**config.mk**
```make
export PLATFORM = sky130hd
export DESIGN_NAME = fp_mul_normalize_flat
export DESIGN_NICKNAME = d
export VERILOG_FILES = /design/src/rtl/fp_pkg.sv /design/src/rtl/fp_mul_normalize_if.sv /design/src/rtl/fp_round_rne.sv /design/src/rtl/fp_mul_normalize.sv /design/src/flat_wrapper.sv
export SDC_FILE = /design/constraint.sdc
export NUM_CORES = 1
export LEC_CHECK = 0
export CAP_MARGIN = 25
export CORE_AREA = 2 2 103 105
export CTS_BUF_LIST = sky130_fd_sc_hd__clkbuf_4 sky130_fd_sc_hd__clkbuf_8
export DETAILED_ROUTE_END_ITERATION = 8
export DIE_AREA = 0 0 105 107
export GPL_ROUTABILITY_DRIVEN = 0
export PLACE_DENSITY = 0.82
export SYNTH_ARGS = -nofsm -noshare
export SYNTH_HDL_FRONTEND = slang
export SYNTH_SLANG_ARGS = --single-unit
export TNS_END_PERCENT = 100
```
**constraint.sdc**
```tcl
create_clock -name clk -period 5.8 [get_ports clk]
set_input_delay 1.16 -clock clk [delete_from_list [all_inputs] [get_ports clk]]
set_output_delay 1.16 -clock clk [all_outputs]
set_load 0.03 [all_outputs]
```
**src/rtl/fp_pkg.sv**
```systemverilog
// rtl/fp_pkg.sv - binary32 constants, special-operand codes and the normalize-stage record
package fp_pkg;

  localparam int FP_BIAS    = 127;
  localparam int FP_EXP_W   = 8;
  localparam int FP_MANT_W  = 23;
  localparam int FP_EXP_MAX = 255;
  localparam logic [31:0] FP_QNAN = 32'h7FC00000;

  localparam logic [1:0] SP_NORM = 2'b00;
  localparam logic [1:0] SP_ZERO = 2'b01;
  localparam logic [1:0] SP_INF  = 2'b10;
  localparam logic [1:0] SP_NAN  = 2'b11;

  // One beat after normalization: 24-bit significand plus guard/sticky,
  // signed unbiased-plus-bias exponent, and a flag for pre-shifted subnormals.
  typedef struct packed {
    logic                 sign;
    logic [1:0]           special;
    logic [FP_MANT_W:0]   sig;
    logic                 guard;
    logic                 sticky;
    logic                 tiny;
    logic signed [10:0]   e;
  } s1_t;

  // Signed infinity of the given sign.
  function automatic logic [31:0] fp_inf(input logic s);
    return {s, {FP_EXP_W{1'b1}}, {FP_MANT_W{1'b0}}};
  endfunction

endpackage

```
**src/rtl/fp_mul_normalize_if.sv**
```systemverilog
// rtl/fp_mul_normalize_if.sv - beat interface between mantissa multiplier, normalizer and consumer
interface fp_mul_normalize_if;

  logic        in_val;
  logic        in_ready;
  logic        sign;
  logic [8:0]  exp_sum;
  logic [47:0] mant_prod;
  logic [1:0]  special;

  logic [31:0] res;
  logic        out_val;
  logic        out_ready;
  logic        overflow;
  logic        underflow;
  logic        inexact;

  modport slave (
    input  in_val, sign, exp_sum, mant_prod, special, out_ready,
    output in_ready, res, out_val, overflow, underflow, inexact
  );

  modport master (
    output in_val, sign, exp_sum, mant_prod, special, out_ready,
    input  in_ready, res, out_val, overflow, underflow, inexact
  );

endinterface

```
**src/rtl/fp_round_rne.sv**
```systemverilog
// rtl/fp_round_rne.sv - round-to-nearest-even of a 24-bit significand with guard/sticky
module fp_round_rne (
  input  logic [23:0] sig,
  input  logic        guard,
  input  logic        sticky,
  output logic [23:0] sig_out,
  output logic        carry,
  output logic        inexact
);

  logic        up;
  logic [24:0] sum;

  // Increment on more-than-half, or exactly half with an odd LSB; renormalize on carry-out.
  always_comb begin
    up      = guard & (sticky | sig[0]);
    sum     = {1'b0, sig} + {24'd0, up};
    carry   = sum[24];
    sig_out = carry ? sum[24:1] : sum[23:0];
    inexact = guard | sticky;
  end

endmodule

```
**src/rtl/fp_mul_normalize.sv**
```systemverilog
// rtl/fp_mul_normalize.sv - two-stage normalize/round of the FP multiply product (FP_MUL_SUBNORM_EN: gradual underflow)
module fp_mul_normalize
  import fp_pkg::*;
(
  input logic               clk,
  input logic               reset,
  fp_mul_normalize_if.slave bus
);

  logic        v1_q, v1_d;
  logic        v2_q, v2_d;
  s1_t         s1_q, s1_d;
  s1_t         s1_new;
  logic [31:0] res_q, res_d;
  logic        ov_q, ov_d;
  logic        uf_q, uf_d;
  logic        inx_q, inx_d;

  logic        adv1, adv2;

  logic               n_bit;
  logic [23:0]        sig_nrm;
  logic               guard_nrm;
  logic               sticky_nrm;
  logic signed [10:0] e_nrm;
`ifdef FP_MUL_SUBNORM_EN
  logic signed [10:0] sh_full;
  logic [4:0]         sh;
  logic [24:0]        x_ext;
  logic [24:0]        x_shr;
  logic               lost;
`endif

  logic [23:0]        r_sig;
  logic               r_carry;
  logic               r_inexact;
  logic signed [10:0] e_rnd;

  // Pipeline advance: a stage moves when it is empty or its successor moves.
  always_comb begin
    adv2 = !v2_q | bus.out_ready;
    adv1 = !v1_q | adv2;
  end

  assign bus.in_ready  = adv1;
  assign bus.out_val   = v2_q;
  assign bus.res       = res_q;
  assign bus.overflow  = ov_q;
  assign bus.underflow = uf_q;
  assign bus.inexact   = inx_q;

  // Stage 1: pick the leading one, split into significand/guard/sticky, unbias the exponent.
  always_comb begin
    n_bit      = bus.mant_prod[47];
    sig_nrm    = n_bit ? bus.mant_prod[47:24] : bus.mant_prod[46:23];
    guard_nrm  = n_bit ? bus.mant_prod[23] : bus.mant_prod[22];
    sticky_nrm = n_bit ? (|bus.mant_prod[22:0]) : (|bus.mant_prod[21:0]);
    e_nrm      = {2'b00, bus.exp_sum} - 11'(FP_BIAS) + 11'(n_bit);

    s1_new.sign    = bus.sign;
    s1_new.special = bus.special;
    s1_new.sig     = sig_nrm;
    s1_new.guard   = guard_nrm;
    s1_new.sticky  = sticky_nrm;
    s1_new.tiny    = 1'b0;
    s1_new.e       = e_nrm;

`ifdef FP_MUL_SUBNORM_EN
    // Denormalize so the LSB lands on 2^-149; beyond 25 places everything is sticky.
    sh_full = 11'sd1 - e_nrm;
    sh      = (sh_full > 11'sd25) ? 5'd25 : sh_full[4:0];
    x_ext   = {sig_nrm, guard_nrm};
    x_shr   = x_ext >> sh;
    lost    = |(x_ext & ~({25{1'b1}} << sh));
    if (e_nrm <= 11'sd0) begin
      s1_new.sig    = x_shr[24:1];
      s1_new.guard  = x_shr[0];
      s1_new.sticky = sticky_nrm | lost;
      s1_new.tiny   = 1'b1;
    end
`endif

    v1_d = adv1 ? bus.in_val : v1_q;
    s1_d = (adv1 && bus.in_val) ? s1_new : s1_q;
  end

  fp_round_rne u_round (
    .sig     (s1_q.sig),
    .guard   (s1_q.guard),
    .sticky  (s1_q.sticky),
    .sig_out (r_sig),
    .carry   (r_carry),
    .inexact (r_inexact)
  );

  // Stage 2: apply rounding, range-check the exponent, let specials override everything.
  always_comb begin
    e_rnd = s1_q.e + 11'(r_carry);
    v2_d  = adv2 ? v1_q : v2_q;
    res_d = res_q;
    ov_d  = ov_q;
    uf_d  = uf_q;
    inx_d = inx_q;
    if (adv2 && v1_q) begin
      ov_d  = 1'b0;
      uf_d  = 1'b0;
      inx_d = 1'b0;
      case (s1_q.special)
        SP_ZERO: res_d = {s1_q.sign, 31'h0};
        SP_INF:  res_d = fp_inf(s1_q.sign);
        SP_NAN:  res_d = FP_QNAN;
        default: begin
          if (s1_q.tiny) begin
            // Rounding up into bit 23 turns the subnormal into the smallest normal.
            res_d = {s1_q.sign, 7'd0, r_sig};
            uf_d  = r_inexact;
            inx_d = r_inexact;
          end else if (e_rnd >= $signed(11'(FP_EXP_MAX))) begin
            res_d = fp_inf(s1_q.sign);
            ov_d  = 1'b1;
            inx_d = 1'b1;
          end else if (e_rnd <= 11'sd0) begin
            res_d = {s1_q.sign, 31'h0};
            uf_d  = 1'b1;
            inx_d = 1'b1;
          end else begin
            res_d = {s1_q.sign, e_rnd[7:0], r_sig[22:0]};
            inx_d = r_inexact;
          end
        end
      endcase
    end
  end

  // State registers; reset discards in-flight beats and clears the output.
  always_ff @(posedge clk or posedge reset) begin
    if (reset) begin
      v1_q  <= 1'b0;
      v2_q  <= 1'b0;
      s1_q  <= '0;
      res_q <= 32'h0;
      ov_q  <= 1'b0;
      uf_q  <= 1'b0;
      inx_q <= 1'b0;
    end else begin
      v1_q  <= v1_d;
      v2_q  <= v2_d;
      s1_q  <= s1_d;
      res_q <= res_d;
      ov_q  <= ov_d;
      uf_q  <= uf_d;
      inx_q <= inx_d;
    end
  end

endmodule

```
**src/flat_wrapper.sv**
```systemverilog
// flat-port wrapper written by rule: the top's interface ports become plain ports
module fp_mul_normalize_flat import fp_pkg::*;
  (clk, reset, bus_in_val, bus_sign, bus_exp_sum, bus_mant_prod, bus_special, bus_out_ready, bus_in_ready, bus_res, bus_out_val, bus_overflow, bus_underflow, bus_inexact);
  fp_mul_normalize_if bus_i ();
  input logic clk;
  input logic reset;
  input wire logic [$bits(bus_i.in_val)-1:0] bus_in_val;
  input wire logic [$bits(bus_i.sign)-1:0] bus_sign;
  input wire logic [$bits(bus_i.exp_sum)-1:0] bus_exp_sum;
  input wire logic [$bits(bus_i.mant_prod)-1:0] bus_mant_prod;
  input wire logic [$bits(bus_i.special)-1:0] bus_special;
  input wire logic [$bits(bus_i.out_ready)-1:0] bus_out_ready;
  output wire logic [$bits(bus_i.in_ready)-1:0] bus_in_ready;
  output wire logic [$bits(bus_i.res)-1:0] bus_res;
  output wire logic [$bits(bus_i.out_val)-1:0] bus_out_val;
  output wire logic [$bits(bus_i.overflow)-1:0] bus_overflow;
  output wire logic [$bits(bus_i.underflow)-1:0] bus_underflow;
  output wire logic [$bits(bus_i.inexact)-1:0] bus_inexact;
  assign bus_i.in_val = bus_in_val;
  assign bus_i.sign = bus_sign;
  assign bus_i.exp_sum = bus_exp_sum;
  assign bus_i.mant_prod = bus_mant_prod;
  assign bus_i.special = bus_special;
  assign bus_i.out_ready = bus_out_ready;
  assign bus_in_ready = bus_i.in_ready;
  assign bus_res = bus_i.res;
  assign bus_out_val = bus_i.out_val;
  assign bus_overflow = bus_i.overflow;
  assign bus_underflow = bus_i.underflow;
  assign bus_inexact = bus_i.inexact;
  fp_mul_normalize u_core (.clk(clk), .reset(reset), .bus(bus_i));
endmodule
```
==> summary.md <==
| Metric | Value |
|---|---|
| Yosys top cell area share | `0.424` |
| Setup ws final | `1650 ps` |
| Most common cell after layout, fill and taps aside | `clkdlybuf4s50_1` |
| Most used cell, CP | `ha_1` |
| Layout cell share with drive strength beyond 1 | `0.0535` |
| Final setup vio count | `0` |
| Antenna diode count | `0` |
| Remaining DRCs | `0` |
| Hold Vio Cnt, Final | `0` |
| Status | `finished clean` |
| Logic gate share of total power | `0.287` |
| Hold WC Path Type | `reg -> reg` |
| Detailed-route via count | `4105` |
| Syn nets | `560` |
| Post-synth EDFFs | `0` |
| Synth Warn # | `0` |
| Max_slew headroom | `0.395` |
| Post-synthesis sequential area ratio | `0.424` |
| Initial antenna violation count | `0` |
| Int Pwr | `1.07 mW` |
| Worst Clk Skew | `9.31 ps` |
| Post-Syn Area | `4550 µm²` |
| Hpwl dp | `8400 µm` |
| Synth async-reset ratio | `1.00` |
| Via/cell ratio | `5.74` |
| Rows | `37` |
| Max-cap violations | `0` |
| Commonest cells after routing, fill and taps aside | `clkdlybuf4s50_1, nand2_1, dfrtp_1, o21ai_0, mux2i_1` |
| P_leak | `2.44 nW` |
| Maximum clock frequency | `241 MHz` |
| Syn Inst Count | `489` |
| Least-Margin Pin Slew | `906 ps` |
| Required @ worst endpoint | `6090 ps` |
| Vias in the first global route | `4004` |
| Multiplexer area fraction after synthesis | `0.0575` |
| Clock root buffer | `clkbuf_8` |
| Reg power frac | `0.436` |
| Die H | `107 µm` |
| H-tree levels | `3` |
| Total core area | `10100 µm²` |
| Worst slack at placement | `1690 ps` |
| Final nets | `645` |
| Cell variety after synth | `53` |
| Antenna Violating Nets Remaining | `0` |
| Port Buffer Count | `100` |
| # IOs | `101` |
| Crit start category | `flip-flop` |
| Reg2Reg Launch Point | `u_core.s1_q[14]` |
| CTS Hold Buffers Added | `0` |
| Tmin final | `4150 ps` |
| First-pass GRT wire length | `18800 µm` |
| Average wire per standard cell | `15.6 µm` |
| Slew Viols, Final | `0` |
| Net Sw Power | `0.538 mW` |
| CP Capture Type | `flip-flop` |
| CTS tree | `yes` |
| Slowest-stage cell, CP | `a211oi_4` |
| Main flop type after synthesis | `dfrtp_1` |
| Adder-cell area share of the yosys netlist | `0.0193` |
| Worst Path Buf+Inv | `1` |
| Drt pass-1 iters | `7` |
| Area growth from synthesis to layout | `28.4%` |
| Worst hold slack | `474 ps` |
| Setup TNS | `0 ps` |
| Synth Register Bits | `77` |
| RSZ-0062 raised after global routing | `no` |
| TritonCTS buffer count | `9` |
| Largest net degree at the start of global routing | `78` |
| Postcts setup bufs | `0` |
| Critical path peak fanout | `24` |
| Peak VDD IR | `0.147 mV` |
| Switching Share | `0.334` |
| Initial drt markers | `188` |
| Worst R2R End | `u_core.bus.res[21]` |
| Worst Hold End | `u_core.bus.res[31]` |
| Synth Area in Simple Gates | `0.206` |
| Clk pwr share | `0.277` |
| Clock-pin slew on the worst setup and hold paths | `80 ps` |
| Post-Synth XOR/XNOR Area | `0.0636` |
| Internal reg-to-reg setup slack | `1650 ps` |
| CP top delay family | `compound AO/OA/AOI/OAI gates` |
| Count of cells resized by post-cts repair | `0` |
| Initial Utilization | `0.450` |
| Synth area leader | `dfrtp_1` |
| Total clock sinks | `77` |
| Largest family of logic cells by synthesized area | `simple AND/OR/NAND/NOR gates` |
| Die area | `11200 µm²` |
| Hold depth | `2` |
| Chip width | `105 µm` |
| Critical path arrival | `4440 ps` |
| CP peak stage delay | `760 ps` |
| Fillcell total | `892` |
| Post-Syn Area per Cell | `9.30 µm²` |
| Area contributors post-synth | `dfrtp_1, nand2_1, mux2i_1, a32o_1, o21ai_0` |
| Hold path start | `u_core.bus.res[31]` |
| Compound-Gate Fraction of Synth Area | `0.183` |
| WL final | `11100 µm` |
| Crit path cell chain | `o21a_1 > ha_1 > ha_1 > and4_1 > and4_1 > nand3_1 > inv_1 > ha_1 > ha_1 > nand3_1 > or3_1 > o21a_1 > a211oi_4 > a32o_2` |
| Fin crit share | `0.716` |
| Worst setup path class | `reg -> reg` |
| Grt ovf | `0` |
| Worst skew pair latency | `360 ps` |
| Reg2Reg Depth | `14` |
| Pwr dens | `276 nW/µm²` |
| Maximum root-to-sink buffer count | `2` |
| GR Util All Layers | `0.205` |
-- worst max-delay path by stage --
stage,cells after the start,endpoint,slack (ps),start
final,14,u_core.bus.res[21],1650,u_core.s1_q[14]
after CTS,14,u_core.bus.res[18],1680,u_core.s1_q[14]
after global placement,14,u_core.bus.res[21],1870,u_core.s1_q[14]
after detailed placement,14,u_core.bus.res[16],1690,u_core.s1_q[14]
after floorplan,15,u_core.bus.res[10],2440,u_core.s1_q[14]
after global routing,14,u_core.bus.res[21],1280,u_core.s1_q[13]
-- cells by family (layout without fill, tap and decap cells) --
kind of cell	count (synthesis)	count (layout)
flops	77	77
xor+xnor	33	33
compound gates	117	117
mux	26	26
fa+ha+maj	7	7
simple gates	186	186
buf+inv	43	133
-- cell usage after synthesis, drive strengths merged, types with 2 or more instances --
| cell | number |
|---|---|
| and3b | 2 |
| ha | 7 |
| nand2 | 81 |
| dfrtp | 77 |
| a211o | 5 |
| nand3 | 16 |
| a21oi | 14 |
| a32o | 23 |
| o311ai | 2 |
| nor2b | 2 |
| o21ai | 40 |
| a31oi | 5 |
| clkbuf | 22 |
| a22oi | 2 |
| or2 | 2 |
| mux2i | 25 |
| and4 | 8 |
| xor2 | 16 |
| and4b | 2 |
| xnor2 | 17 |
| inv | 12 |
| and2 | 5 |
| a311oi | 6 |
| o21a | 3 |
| nand2b | 3 |
| o31ai | 7 |
| a21boi | 2 |
| o211ai | 2 |
| buf | 9 |
| nand4 | 11 |
| and3 | 4 |
| nor3 | 7 |
| or3 | 2 |
| or4 | 6 |
| a211oi | 2 |
| nor4 | 10 |
| nor2 | 23 |
-- sequential cells by signal, indices dropped and copies added (netlist names) --
name / cells
u_core.s1_q: 40
u_core.bus.res: 32
u_core.bus.inexact: 1
u_core.bus.out_val: 1
u_core.bus.overflow: 1
u_core.bus.underflow: 1
u_core.v1_q: 1
-- power groups by stage --
stage	registers, mW	logic, mW	clock network, mW
floorplan	0.754	0.234	0
global placement	0.707	0.447	0
detailed placement	0.712	0.458	0
CTS	0.702	0.461	0.452
global route	0.715	0.503	0.474
finish	0.703	0.462	0.446
-- final cells by class --
| type | count | area (µm²) | share of cell area |
|---|---|---|---|
| Timing Repair Buffer | 105 | 1060 | 0.181 |
| Inverter | 12 | 45.0 | 0.00772 |
| Tap cell | 136 | 170 | 0.0292 |
| Sequential cell | 77 | 1930 | 0.330 |
| Multi-Input combinational cell | 369 | 2410 | 0.413 |
| Clock buffer | 10 | 138 | 0.0236 |
| Clock inverter | 6 | 86.3 | 0.0148 |
-- stage by stage --
step                      instance area (µm²)  power, mW  instances   util
after floorplan                          4550      0.987        489      -
after global placement                   5590       1.15        698  0.553
after detailed placement                 5590       1.17        698  0.553
after CTS                                5810       1.61        714  0.576
after global routing                     5840       1.69        715  0.578
final                                    5840       1.61        715  0.578
-- layer usage --
layer / global-route usage / share of wire
met1: 0.277 / 0.46
met2: 0.325 / 0.47
met3: 0.0328 / 0.051
met4: 0.0943 / 0.022
met5: 0 / 0
-- worst min-delay path: stages (launching register included) --
cell	delay, ps
dfrtp_1	350
nand2_1	50
nand2_1	50
Power figures use the tool's default switching activity.
